==> src/rtl/ndp_pkg.sv <==
// ndp_pkg: definitions shared by the NDP feed sequencer and the scratch pad.
//   ndp_feed_state_t : feed sequencer FSM states.
//   NDP_NUM_BANKS    : default scratch-pad bank count.
//   NDP_NUM_LAYERS   : default layers per bank.
//   ndp_idx_w()      : index width for an n-entry table (never below 1 bit).
package ndp_pkg;

    typedef enum logic [2:0] {
        IDLE,
        WAIT,
        FEED,
        FLUSH,
        DRAIN,
        DONE
    } ndp_feed_state_t;

    localparam int NDP_NUM_BANKS  = 2;
    localparam int NDP_NUM_LAYERS = 5;

    function automatic int ndp_idx_w(input int n);
        return (n > 1) ? $clog2(n) : 1;
    endfunction

endpackage

==> src/rtl/ndp_edge_detect.sv <==
// ndp_edge_detect: one-cycle pulse on a rising edge of a level input.
//   clk     : clock, rising edge
//   reset_n : asynchronous active-low reset; history clears to 0, so a level
//             held high through reset yields a pulse in the first cycle after
//   sig     : level input
//   pulse   : sig & ~sig(previous cycle)
module ndp_edge_detect (
    input  logic clk,
    input  logic reset_n,
    input  logic sig,
    output logic pulse
);

    logic sig_p1;

    always_ff @(posedge clk or negedge reset_n) begin
        if (!reset_n) begin
            sig_p1 <= 1'b0;
        end else begin
            sig_p1 <= sig;
        end
    end

    assign pulse = sig & ~sig_p1;

endmodule

==> src/rtl/ndp_feed_ctrl.sv <==
// ndp_feed_ctrl: multi-bank feed sequencer between the host-written scratch
// pad and the NDP unit. Tracks fill level and commit state per bank, streams
// committed banks in round-robin order and lets the host refill free banks
// while another bank is being fed.
//   clk, reset_n             : clock / asynchronous active-low reset
//   start_in, finish_in      : levels; rising edges start a job / end input
//   wr_en, wr_bank, wr_layer : host layer write
//   commit_in, commit_bank   : host marks a bank ready
//   bank_free                : per-bank writable flags
//   rd_en, rd_bank, rd_layer : scratch-pad read request (data 1 cycle later)
//   unit_valid               : NDP unit accumulates (rd_en delayed 1)
//   unit_in_done             : all input delivered
//   unit_calc_done           : NDP unit finished
//   calc_done, busy, err     : job complete / active / sticky protocol error
//   layers_fed               : saturating count of layers fed this job
module ndp_feed_ctrl
    import ndp_pkg::*;
#(
    parameter int NUM_BANKS  = NDP_NUM_BANKS,
    parameter int NUM_LAYERS = NDP_NUM_LAYERS,
    parameter int LAYER_W    = ndp_idx_w(NUM_LAYERS),
    parameter int BANK_W     = ndp_idx_w(NUM_BANKS),
    parameter int CNT_W      = 16
) (
    input  logic                 clk,
    input  logic                 reset_n,
    input  logic                 start_in,
    input  logic                 finish_in,
    input  logic                 wr_en,
    input  logic [BANK_W-1:0]    wr_bank,
    input  logic [LAYER_W-1:0]   wr_layer,
    input  logic                 commit_in,
    input  logic [BANK_W-1:0]    commit_bank,
    output logic [NUM_BANKS-1:0] bank_free,
    output logic                 rd_en,
    output logic [BANK_W-1:0]    rd_bank,
    output logic [LAYER_W-1:0]   rd_layer,
    output logic                 unit_valid,
    output logic                 unit_in_done,
    input  logic                 unit_calc_done,
    output logic                 calc_done,
    output logic                 busy,
    output logic                 err,
    output logic [CNT_W-1:0]     layers_fed
);

    localparam logic [BANK_W:0]  BANK_LIM  = (BANK_W+1)'(NUM_BANKS);
    localparam logic [LAYER_W:0] LAYER_LIM = (LAYER_W+1)'(NUM_LAYERS);

    function automatic logic bank_ok(input logic [BANK_W-1:0] b);
        return {1'b0, b} < BANK_LIM;
    endfunction

    function automatic logic [CNT_W-1:0] sat_inc(input logic [CNT_W-1:0] v);
        return (v == {CNT_W{1'b1}}) ? v : v + CNT_W'(1);
    endfunction

    ndp_feed_state_t        state_q, state_d;
    logic [LAYER_W:0]       fill_q [NUM_BANKS];
    logic [NUM_BANKS-1:0]   ready_q;
    logic [BANK_W-1:0]      cur_bank_q, next_bank;
    logic [LAYER_W-1:0]     rd_layer_q;
    logic                   finish_seen_q, calc_done_q, err_q, vld_p1;
    logic [CNT_W-1:0]       layers_fed_q;
    logic                   start_edge, finish_edge;
    logic                   feeding, last_layer, bank_done, enter_wait;
    logic                   wr_ok, commit_free, commit_ok;
    logic [LAYER_W:0]       wr_fill;

    ndp_edge_detect u_start_edge (
        .clk     (clk),
        .reset_n (reset_n),
        .sig     (start_in),
        .pulse   (start_edge)
    );

    ndp_edge_detect u_finish_edge (
        .clk     (clk),
        .reset_n (reset_n),
        .sig     (finish_in),
        .pulse   (finish_edge)
    );

    assign feeding    = (state_q == FEED);
    assign next_bank  = (cur_bank_q == BANK_W'(NUM_BANKS - 1)) ? '0 : cur_bank_q + BANK_W'(1);
    assign last_layer = ({1'b0, rd_layer_q} == fill_q[cur_bank_q] - (LAYER_W+1)'(1));
    assign bank_done  = feeding & last_layer;

    always_comb begin
        bank_free = '0;
        for (int b = 0; b < NUM_BANKS; b++) begin
            bank_free[b] = ~ready_q[b] & ~(feeding & (cur_bank_q == BANK_W'(b)));
        end
    end

    // Host accesses are judged against pre-release state: the bank being
    // released this cycle still reads as not free.
    assign wr_fill     = {1'b0, wr_layer} + (LAYER_W+1)'(1);
    assign wr_ok       = wr_en & bank_ok(wr_bank) & bank_free[wr_bank] & (wr_fill <= LAYER_LIM);
    assign commit_free = commit_in & bank_ok(commit_bank) & bank_free[commit_bank];
    assign commit_ok   = commit_free & (fill_q[commit_bank] != '0);

    always_ff @(posedge clk or negedge reset_n) begin
        if (!reset_n) begin
            state_q <= IDLE;
        end else begin
            state_q <= state_d;
        end
    end

    always_comb begin
        state_d    = state_q;
        enter_wait = 1'b0;
        case (state_q)
            IDLE, DONE: begin
                if (start_edge) begin
                    state_d    = WAIT;
                    enter_wait = 1'b1;
                end
            end
            WAIT: begin
                if (ready_q[cur_bank_q]) begin
                    state_d = FEED;
                end else if (finish_seen_q) begin
                    state_d = FLUSH;
                end
            end
            FEED: begin
                // Gap-free switch only when the next bank was already committed.
                if (last_layer && !ready_q[next_bank]) begin
                    state_d = WAIT;
                end
            end
            FLUSH:   state_d = DRAIN;
            DRAIN: begin
                if (unit_calc_done) begin
                    state_d = DONE;
                end
            end
            default: state_d = IDLE;
        endcase
    end

    // Stage p0 -> p1: read request issued, NDP unit consumes data next cycle.
    always_ff @(posedge clk or negedge reset_n) begin
        if (!reset_n) begin
            for (int b = 0; b < NUM_BANKS; b++) begin
                fill_q[b] <= '0;
            end
            ready_q       <= '0;
            cur_bank_q    <= '0;
            rd_layer_q    <= '0;
            finish_seen_q <= 1'b0;
            calc_done_q   <= 1'b0;
            err_q         <= 1'b0;
            vld_p1        <= 1'b0;
            layers_fed_q  <= '0;
        end else begin
            vld_p1 <= feeding;

            if ((wr_en && !wr_ok) || (commit_in && !commit_free)) begin
                err_q <= 1'b1;
            end
            if (wr_ok && (wr_fill > fill_q[wr_bank])) begin
                fill_q[wr_bank] <= wr_fill;
            end
            if (commit_ok) begin
                ready_q[commit_bank] <= 1'b1;
            end

            if (bank_done) begin
                ready_q[cur_bank_q] <= 1'b0;
                fill_q[cur_bank_q]  <= '0;
                cur_bank_q          <= next_bank;
                rd_layer_q          <= '0;
            end else if (feeding) begin
                rd_layer_q <= rd_layer_q + LAYER_W'(1);
            end

            if (enter_wait) begin
                cur_bank_q    <= '0;
                calc_done_q   <= 1'b0;
                layers_fed_q  <= '0;
                finish_seen_q <= 1'b0;
            end else if (vld_p1) begin
                layers_fed_q <= sat_inc(layers_fed_q);
            end
            if (finish_edge) begin
                finish_seen_q <= 1'b1;
            end
            if (state_q == DRAIN && unit_calc_done) begin
                calc_done_q <= 1'b1;
            end
        end
    end

    assign rd_en        = feeding;
    assign rd_bank      = cur_bank_q;
    assign rd_layer     = rd_layer_q;
    assign unit_valid   = vld_p1;
    assign unit_in_done = (state_q == DRAIN);
    assign calc_done    = calc_done_q;
    assign busy         = (state_q != IDLE) && (state_q != DONE);
    assign err          = err_q;
    assign layers_fed   = layers_fed_q;

endmodule

==> config.mk <==
export PLATFORM = sky130hd
export DESIGN_NAME = ndp_feed_ctrl
export DESIGN_NICKNAME = d
export VERILOG_FILES = /design/src/rtl/ndp_pkg.sv /design/src/rtl/ndp_edge_detect.sv /design/src/rtl/ndp_feed_ctrl.sv
export SDC_FILE = /design/constraint.sdc
export NUM_CORES = 1
export LEC_CHECK = 0
export ABC_AREA = 0
export CELL_PAD_IN_SITES_DETAIL_PLACEMENT = 1
export CELL_PAD_IN_SITES_GLOBAL_PLACEMENT = 1
export CORE_MARGIN = 8
export CORE_UTILIZATION = 44
export DETAILED_ROUTE_END_ITERATION = 8
export PLACE_DENSITY = 0.94
export SLEW_MARGIN = 15
export SYNTH_ARGS = -nofsm -noshare
export SYNTH_HDL_FRONTEND = slang
export SYNTH_SLANG_ARGS = --single-unit
==> constraint.sdc <==
create_clock -name clk -period 5.25 [get_ports clk]
set_input_delay 0.525 -clock clk [delete_from_list [all_inputs] [get_ports clk]]
set_output_delay 0.525 -clock clk [all_outputs]
set_load 0.005 [all_outputs]
-- After elaboration in Yosys (flattened, before gate mapping)
Index checks and enable logic that the tools add are counted.
- add/sub/neg operators: 5
- order comparisons: 13
- eq/ne operators: 13
- mux-type cells: 49
- bitwise logic cells: 26
- reductions and logical operators: 25
- operators by type and width (operator ; number):
    $mux 16 ; 3
    $mux 4 ; 11
    $mux 3 ; 7
    $mux 1 ; 18
    $add 16x1->16 const B ; 1
    $eq 16x16->1 const B ; 1
    $mux 8 ; 2
    $pmux 3 s5 ; 1
    $and 1x1->1 ; 11
    $logic_and 1x1->1 ; 10
    $reduce_bool 2->1 ; 5
    $and 8x8->8 ; 1
    $bwmux 8 ; 1
    $demux 4 s1 ; 2
    $lt 1x2->1 const B ; 4
    $not 8->8 ; 1
    $not 1->1 ; 7
    $eq 3x2->1 const B ; 2
    $eq 3x3->1 const B ; 2
    $ge 2x2->1 const B ; 3
    $ne 3x3->1 const B ; 2
    $not 1->2 ; 3
    $add 3x1->4 const B ; 1
    $eq 3x4->1 ; 1
    other kinds (23) ; 31
- register bits after elaboration: 39
- input port bits: 12
- output and inout bits: 28
- logic and storage cells: 144

-- Depth between registers and ports, before layout
Gate-level depths: netlist of the first run.
- depth in word-level cells: 12
- gate-level depth with buffers: 8

-- Cells and area by module
Synthesis of the first run repeated with hierarchy kept, for this count alone.
- cell total of the unflattened synthesis: 260
- area, all modules: 2407.3 um^2
- modules (own cells, without submodules) (module ; instances ; cells an instance ; area an instance (um^2)):
    ndp_feed_ctrl ; 1 ; 256 ; 2329.7
    ndp_edge_detect ; 2 ; 2 ; 38.8

-- Worst setup path before layout of the first run
Ideal clock, no wire load.
- path kind: reg-to-reg
- start point: reg cur_bank_q (netlist: rd_bank)
- end point: reg cur_bank_q (netlist: rd_bank)
- data arrival time: 1.962 ns
- setup slack: 3.194 ns
- cell stages (with the launch flop): 8
- clock period less this slack: 2.056 ns
- cell sequence: dfrtp_1 -> buf_6 -> mux2i_2 -> ha_1 -> xor2_1 -> and2_1 -> nand4_1 -> a211oi_1
- cells in the longest elaborated chain, start to end: 8
- elaborated cells between the ends (all ways): 12
- those cells by class: add/sub (2); eq/ne (1); mux (6); bitwise (2); reduce/logical (1)
- RTL lines (item ; RTL line ; source):
    start: declaration ; ndp_feed_ctrl.sv:61 ; logic [BANK_W-1:0] cur_bank_q, next_bank;
    start signal: assignment ; ndp_feed_ctrl.sv:174 ; cur_bank_q <= next_bank;
    $not 1->2 (not written as such) ; ndp_feed_ctrl.sv:86 ; assign last_layer = ({1'b0, rd_layer_q} == fill_q[cur_bank_q] - (LAYER_W+1)'(1));
    $mux 4 (not written as such) (3 in a row) ; ndp_feed_ctrl.sv:86 ;
    $sub 4x1->4 ; ndp_feed_ctrl.sv:86 ;
    $eq 3x4->1 ; ndp_feed_ctrl.sv:86 ;
    $and 1x1->1 ; ndp_feed_ctrl.sv:87 ; assign bank_done = feeding & last_layer;
    $reduce_bool 2->1 (no line) ; n/a ;
Several ways; a longest one is shown, not always the timed one. The select of a mux whose other input is x is not followed.
A chain may end at the register's enable or synchronous reset.

-- Worst setup path in the final report of the first run
- start point: in wr_layer[0]
- end point: reg fill_q[1] (netlist name)
- cells in the longest elaborated chain, start to end: 7
- elaborated cells between the ends (all ways): 9
- those cells by class: add/sub (1); order compare (2); mux (3); bitwise (2); reduce/logical (1)
- RTL lines (item ; RTL line ; source):
    start: declaration ; ndp_feed_ctrl.sv:31 ; input logic [LAYER_W-1:0] wr_layer,
    $add 3x1->4 (*) ; ndp_feed_ctrl.sv:98 ; assign wr_fill = {1'b0, wr_layer} + (LAYER_W+1)'(1);
    $le 4x3->1 ; ndp_feed_ctrl.sv:99 ; assign wr_ok = wr_en & bank_ok(wr_bank) & bank_free[wr_bank] & (wr_fill <= LAYER_LIM);
    $and 1x1->1 ; ndp_feed_ctrl.sv:99 ;
    $logic_and 1x1->1 ; ndp_feed_ctrl.sv:164 ; if (wr_ok && (wr_fill > fill_q[wr_bank])) begin
    $mux 8 (*) ; ndp_feed_ctrl.sv:164 ;
    $and 8x8->8 (no line) ; n/a ;
    $mux 8 (*) ; ndp_feed_ctrl.sv:171 ; if (bank_done) begin
    end signal: indexed assignment ; ndp_feed_ctrl.sv:165 ; fill_q[wr_bank] <= wr_fill;
    end: declaration ; ndp_feed_ctrl.sv:59 ; logic [LAYER_W:0] fill_q [NUM_BANKS];
Mark *: on every way between the ends. The rest lies on a longest branch, timed or not.

==> results of run 1 <==
-- placed cells by master (no fill, tap or decap), types with 4 or more instances in the layout --
master	synthesis	routed
ha_1	8	8
nor2b_1	4	4
clkbuf_8	0	5
nor3_1	6	6
nor4_1	4	4
nor2_1	24	24
nand2_1	17	17
mux2i_1	14	14
dfrtp_1	39	39
o21ai_1	4	4
a211oi_1	6	6
nand4_1	5	5
xnor2_1	16	16
nand3_1	8	8
xor2_1	4	4
inv_1	9	9
o21ai_0	7	7
clkdlybuf4s50_1	0	38
a21oi_1	10	10
-- final timing paths --
kind	start	to	slack (ns)	cells past startpoint
worst max-delay path	wr_layer[0]	fill_q[1]$_DFF_PN0_	2.52	9
worst min-delay path	reset_n	layers_fed[8]$_DFFE_PN0P_	0.33	1
worst max register to register	rd_bank$_DFFE_PN0P_	rd_bank$_DFFE_PN0P_	2.67	6
worst min register to register	u_finish_edge.sig_p1$_DFF_PN0_	finish_seen_q$_DFFE_PN0P_	0.45	1
max in group asynchronous	reset_n	state_q[0]$_DFFE_PN0P_	4.35	1
min in group clk	u_finish_edge.sig_p1$_DFF_PN0_	finish_seen_q$_DFFE_PN0P_	0.45	1
-- layer usage --
metal  share of wire, %  up-vias  global-route usage [%]
li1                   -      942                       -
met1                 39     1013                    20.2
met2                 53       44                    32.0
met3                5.4       17                    5.42
met4                2.7        0                    7.70
met5                  0        -                       0
-- flip-flops by register name, summed over array words and instances, names as in the netlist --
| name | cells |
|---|---|
| layers_fed | 16 |
| fill_q | 8 |
| rd_layer | 3 |
| state_q | 3 |
| ready_q | 2 |
| calc_done | 1 |
| err | 1 |
| finish_seen_q | 1 |
| rd_bank | 1 |
| u_finish_edge.sig_p1 | 1 |
| u_start_edge.sig_p1 | 1 |
| unit_valid | 1 |
-- power by group --
group | leakage [µW] | total (µW) | internal [µW] | switching [µW]
Combinational | 0.000665 | 517 | 258 | 259
Sequential | 0.000486 | 496 | 374 | 122
Clock | 0.0000654 | 303 | 190 | 113
-- per-stage QoR --
stage,instances,total power (µW),cell area (µm²),utilization [%]
floorplan,239,797,2350,-
global placement,342,965,2790,54.2
detailed placement,342,1010,2790,54.2
CTS,350,1320,2920,56.8
global route,350,1400,2920,56.8
finish,350,1320,2920,56.8
-- kinds of logic (layout without fill, tap and decap cells) --
family,count (synthesis),after routing
buffers and inverters,17,58
AOI/OAI and AO/OA,44,44
DFF,39,39
muxes,18,18
adders and majority gates,8,8
and+or+nand+nor,91,91
xor gates and xnor gates,22,22
-- cell type report --
class | instances | area share (%)
well taps | 70 | 3.00
inverters | 10 | 1.29
multi-input cells | 183 | 44.3
clock buffers | 6 | 2.49
clock inverters | 2 | 2.06
flip-flops and latches | 39 | 33.4
repair buffers | 40 | 13.5
==> results.json, run 1 <==
{
  "status": "finished clean",
  "fillers": 585,
  "slowest_stage": "clkdlybuf4s50_1",
  "critPathMostFrequentCell": "ha_1",
  "ys_seq_area_share_pct": 41.6,
  "first_global_vias": 2256,
  "worst_slew_pin_slew_ns": 0.880,
  "area_growth_pct": 24.4,
  "cts_sinks": 39,
  "cp.buffers_inverters": 2,
  "drt-total-wl_mm": 6.68,
  "syn_avg_cell_area_um2": 9.82,
  "post_drt_wl_per_cell_um": 19.1,
  "synth_top_family_by_area": "simple AND/OR/NAND/NOR gates",
  "slew_headroom_pct": 41.3,
  "whs_ns": 0.328,
  "root_buffer": "clkbuf_8",
  "synth_compound_area_share_pct": 13.0,
  "grt_max_degree": 40,
  "vias": 2016,
  "grt_first_pass_wirelength_mm": 11.2,
  "dieArea_mm2": 0.00792,
  "rsz0062_at_grt": "no",
  "hold_viol": 0,
  "synth_most_common_cell": "dfrtp_1",
  "max_freq_mhz": 367,
  "core_region_area_mm2": 0.00514,
  "critPathRequiredTime_ns": 5.47,
  "final-seq-area_um2": 976,
  "insertion_delay_ns": 0.30,
  "synth_edf_count": 0,
  "synthCells": 239,
  "h-tree-depth": 2,
  "yosysWarnings": 0,
  "worst_slack_ns": 2.52,
  "grt_overflow": 0,
  "crit_family": "buffers and inverters",
  "fin_setup_tns_ns": 0,
  "clock_skew_ns": 0.00773,
  "clock_path_buffers": 2,
  "clk_pin_slew_ns": 0.08,
  "drt_iter0_markers": 44,
  "vias_per_cell": 5.76,
  "ys_types": 55,
  "pin_count": 40,
  "synth_top_cell_area_share_pct": 41.6,
  "post-cts-setup-buffers": 0,
  "port_buffers": 39,
  "rows": 26,
  "hp-class": "input pin to async pin",
  "cap_violations": 0,
  "finalMaxSlewViolations": 0,
  "finalNetCount": 299,
  "irDropWorstVdd_uv": 263,
  "place_ws_ns": 2.39,
  "multi_input_area_mm2": 0.00129,
  "p_per_area_mw_per_mm2": 451,
  "grt_usage_pct": 18.3,
  "ys_ff_latch": 39,
  "ys_dominant_reg_cell": "dfrtp_1",
  "synth_simple_gate_area_share_pct": 21.0,
  "ant_nets": 0,
  "diodes": 0,
  "cts.repair.resized": 0,
  "period_share_pct": 52.0,
  "die_w_um": 89.0,
  "die_h_um": 89.0,
  "yosys.area.top_type": "dfrtp_1",
  "cpPeakStageDelay_ns": 0.64,
  "finalSetupViolations": 0,
  "yosys-top-cells-area": "dfrtp_1 (42%), mux2i_1 (6.0%), xnor2_1 (6.0%)",
  "synth.net_count": 259,
  "synth-xor-area-share_pct": 8.85,
  "synth_async_sr_flop_share_pct": 100,
  "crit_arrival_ns": 2.95,
  "numCtsBuffers": 5,
  "synth_area_mm2": 0.00235,
  "synth_fa_ha_area_share_pct": 4.27,
  "finalWeightedCongestion": 0.806,
  "path_class": "input pin to register",
  "cts_hold_buf": 0,
  "start_util_pct": 45.6,
  "first_pass_iters": 4,
  "fin_crit_ns": 2.73,
  "synthTopCellsByCount": "dfrtp_1 (39), nor2_1 (24), nand2_1 (17)",
  "crit_fanout": 7,
  "start_kind": "input pin",
  "antenna_found_initial": 0,
  "place_hpwl_mm": 5.02,
  "drive_gt1_share_pct": 8.21,
  "drc": 0,
  "p_leak_uw": 0.00122,
  "crit_path_cell_trace": "clkdlybuf4s50_1, inv_1, ha_1, ha_1, nor2b_1, o21ai_0, o21ai_1, nand3b_1, mux2i_1",
  "cts_tree": "done",
  "synthMuxAreaShare_pct": 8.00,
  "critPathCaptureType": "register"
}
No activity file was read; power rests on OpenSTA's default activity.
==> run 2: changes to the inputs <==
--- a/config.mk
+++ b/config.mk
@@ -9,9 +9,9 @@
 export CELL_PAD_IN_SITES_DETAIL_PLACEMENT = 1
 export CELL_PAD_IN_SITES_GLOBAL_PLACEMENT = 1
 export CORE_MARGIN = 8
-export CORE_UTILIZATION = 44
+export CORE_UTILIZATION = 41
 export DETAILED_ROUTE_END_ITERATION = 8
-export PLACE_DENSITY = 0.94
+export PLACE_DENSITY = 0.89
 export SLEW_MARGIN = 15
 export SYNTH_ARGS = -nofsm -noshare
 export SYNTH_HDL_FRONTEND = slang
==> constraint.sdc (replaced) <==
create_clock -name clk -period 2.83 [get_ports clk]
set_input_delay 0.283 -clock clk [delete_from_list [all_inputs] [get_ports clk]]
set_output_delay 0.283 -clock clk [all_outputs]
set_load 0.005 [all_outputs]
==> run 2 against run 1 <==
Routed wire length fell by 9.6%. Via count fell by 3.4%. Highest routed layer unchanged. Non-clock buffer count up 1. Die area up 6.0%. Utilization is 3.6 points lower. Clock power is 84% higher. Sequential cell count unchanged. Largest cell class unchanged.
==> results.json, run 2 (synthesis results as in run 1) <==
{
  "status": "finished clean",
  "crit_fanout": 13,
  "drive_gt1_share_pct": 8.54,
  "diodes": 0,
  "finalMaxSlewViolations": 0,
  "port_buffers": 39,
  "cts_tree": "done",
  "fin_setup_tns_ns": 0,
  "slew_headroom_pct": 40.7,
  "ant_nets": 0,
  "cpPeakStageDelay_ns": 0.57,
  "layout_commonest_cell": "dfrtp_1",
  "drc": 0,
  "grt_overflow": 0,
  "rrSetupSlack_ns": 0.52,
  "start_util_pct": 42.6,
  "numCtsBuffers": 5,
  "comb_power_share_pct": 38.9,
  "finalSetupViolations": 0,
  "vias": 1948,
  "grt_usage_pct": 14.7,
  "grt_max_degree": 40,
  "start_kind": "register",
  "drt-total-wl_mm": 6.03,
  "drt_iter0_markers": 60,
  "rows": 27,
  "p_sw_uw": 877,
  "vias_per_cell": 5.52,
  "insertion_delay_ns": 0.29,
  "period_share_pct": 85.1,
  "crit_path_cell_trace": "nor2_1, nand2_2, inv_2, a21oi_1, clkdlybuf4s50_1",
  "layout.cells.non_filler": 353,
  "placedCellCount": 345,
  "pin_count": 40,
  "final_cell_mix": "dfrtp_1 (39), clkdlybuf4s50_1 (38), nor2_1 (24), nand2_1 (17), xnor2_1 (16)",
  "largest_register_ff_count": 16,
  "p_per_area_mw_per_mm2": 820,
  "clk_pin_slew_ns": 0.08,
  "hp-class": "input pin to async pin",
  "h-tree-depth": 2,
  "fin_crit_ns": 2.41,
  "slowest_stage": "dfrtp_1",
  "die_w_um": 91.6,
  "cts_sinks": 39,
  "p_leak_uw": 0.00122,
  "post-cts-setup-buffers": 0,
  "cellInternalPower_uw": 1520,
  "path_class": "register to primary output",
  "reg2reg_from": "rd_bank$_DFFE_PN0P_",
  "worst_slew_pin_slew_ns": 0.889,
  "rsz0062_at_grt": "no",
  "antenna_found_initial": 0,
  "cp.buffers_inverters": 2,
  "irDropWorstVdd_uv": 407,
  "crit_family": "buffers and inverters",
  "cts_hold_buf": 0,
  "first_global_vias": 2099,
  "grt_first_pass_wirelength_mm": 10.3,
  "finalNetCount": 300,
  "post_drt_wl_per_cell_um": 17.1,
  "critPathCaptureType": "primary output",
  "crit_arrival_ns": 2.13,
  "r2r_end": "rd_bank$_DFFE_PN0P_",
  "core_region_area_mm2": 0.00551,
  "dieArea_mm2": 0.00840,
  "clock_skew_ns": 0.00696,
  "hold_viol": 0,
  "p_clk_share_pct": 23.2,
  "area_growth_pct": 24.8,
  "first_pass_iters": 4,
  "cts.repair.resized": 0,
  "cap_violations": 0,
  "die_h_um": 91.6,
  "root_buffer": "clkbuf_8",
  "power_frac_seq_pct": 37.9,
  "clock_path_buffers": 2,
  "place_hpwl_mm": 4.51,
  "max_freq_mhz": 415,
  "switching_share_pct": 36.5,
  "rr_worst_depth": 6,
  "critPathRequiredTime_ns": 2.55,
  "finalWeightedCongestion": 0.790
}
run 2: cell types whose count changed in the layout (fill, tap and decap cells not counted), sizes merged:
cell  delta
buf      +1
run 2: how the worst max path moves through the flow:
| stage | cells after the start | end | slack, ns | startpoint |
|---|---|---|---|---|
| after floorplan | 7 | rd_bank$_DFFE_PN0P_ | 0.77 | rd_bank$_DFFE_PN0P_ |
| after global placement | 9 | fill_q[3]$_DFF_PN0_ | 0.37 | wr_layer[0] |
| after global routing | 5 | bank_free[0] | 0.27 | state_q[0]$_DFFE_PN0P_ |
| after detailed placement | 9 | fill_q[3]$_DFF_PN0_ | 0.24 | wr_layer[0] |
| after CTS | 5 | bank_free[0] | 0.41 | state_q[0]$_DFFE_PN0P_ |
| final | 5 | bank_free[0] | 0.42 | state_q[0]$_DFFE_PN0P_ |
run 2: layer usage:
metal  vias up  wire (µm)  GRT usage [%]
met2        27       3120           26.7
met3         5        253           4.16
met1       975       2610           16.8
li1        941          -              -
met4         0         46           2.86
met5         -          0              0
run 2: final cells by class:
cell class | instances | area (µm²)
clock buffers | 6 | 72.6
repair buffers | 41 | 400
well taps | 72 | 90.1
clock inverters | 2 | 60.1
fillers | 631 | 2580
multi-input cells | 183 | 1290
inverters | 10 | 37.5
flip-flops and latches | 39 | 976
run 2: power by group through the flow:
stage                     Combinational (µW)  Clock (µW)  Sequential, µW
final                                    934         557             910
after global routing                    1040         585             937
after CTS                                952         569             907
after detailed placement                 939           0             919
after global placement                   895           0             905
after floorplan                          648           0             831
run 2: worst register-to-register path: cells and delay by family, from the launching register on:
family / cells / cell delay, ns
compound gates: 1 / 0.33
simple gates: 2 / 0.45
flops: 1 / 0.49
fa+ha+maj: 1 / 0.28
xor+xnor: 1 / 0.32
mux: 1 / 0.34
run 2: per-stage QoR:
stage / hold WS (ns) / util, % / total power (µW) / instance area (µm²) / setup slack, ns
after floorplan: -0.0126 / - / 1480 / 2350 / 0.774
after global routing: 0.180 / 53.2 / 2560 / 2930 / 0.274
after global placement: 0.429 / 50.8 / 1800 / 2800 / 0.368
final: 0.104 / 53.2 / 2400 / 2930 / 0.421
after detailed placement: 0.438 / 50.8 / 1860 / 2800 / 0.240
after CTS: 0.132 / 53.2 / 2430 / 2930 / 0.406
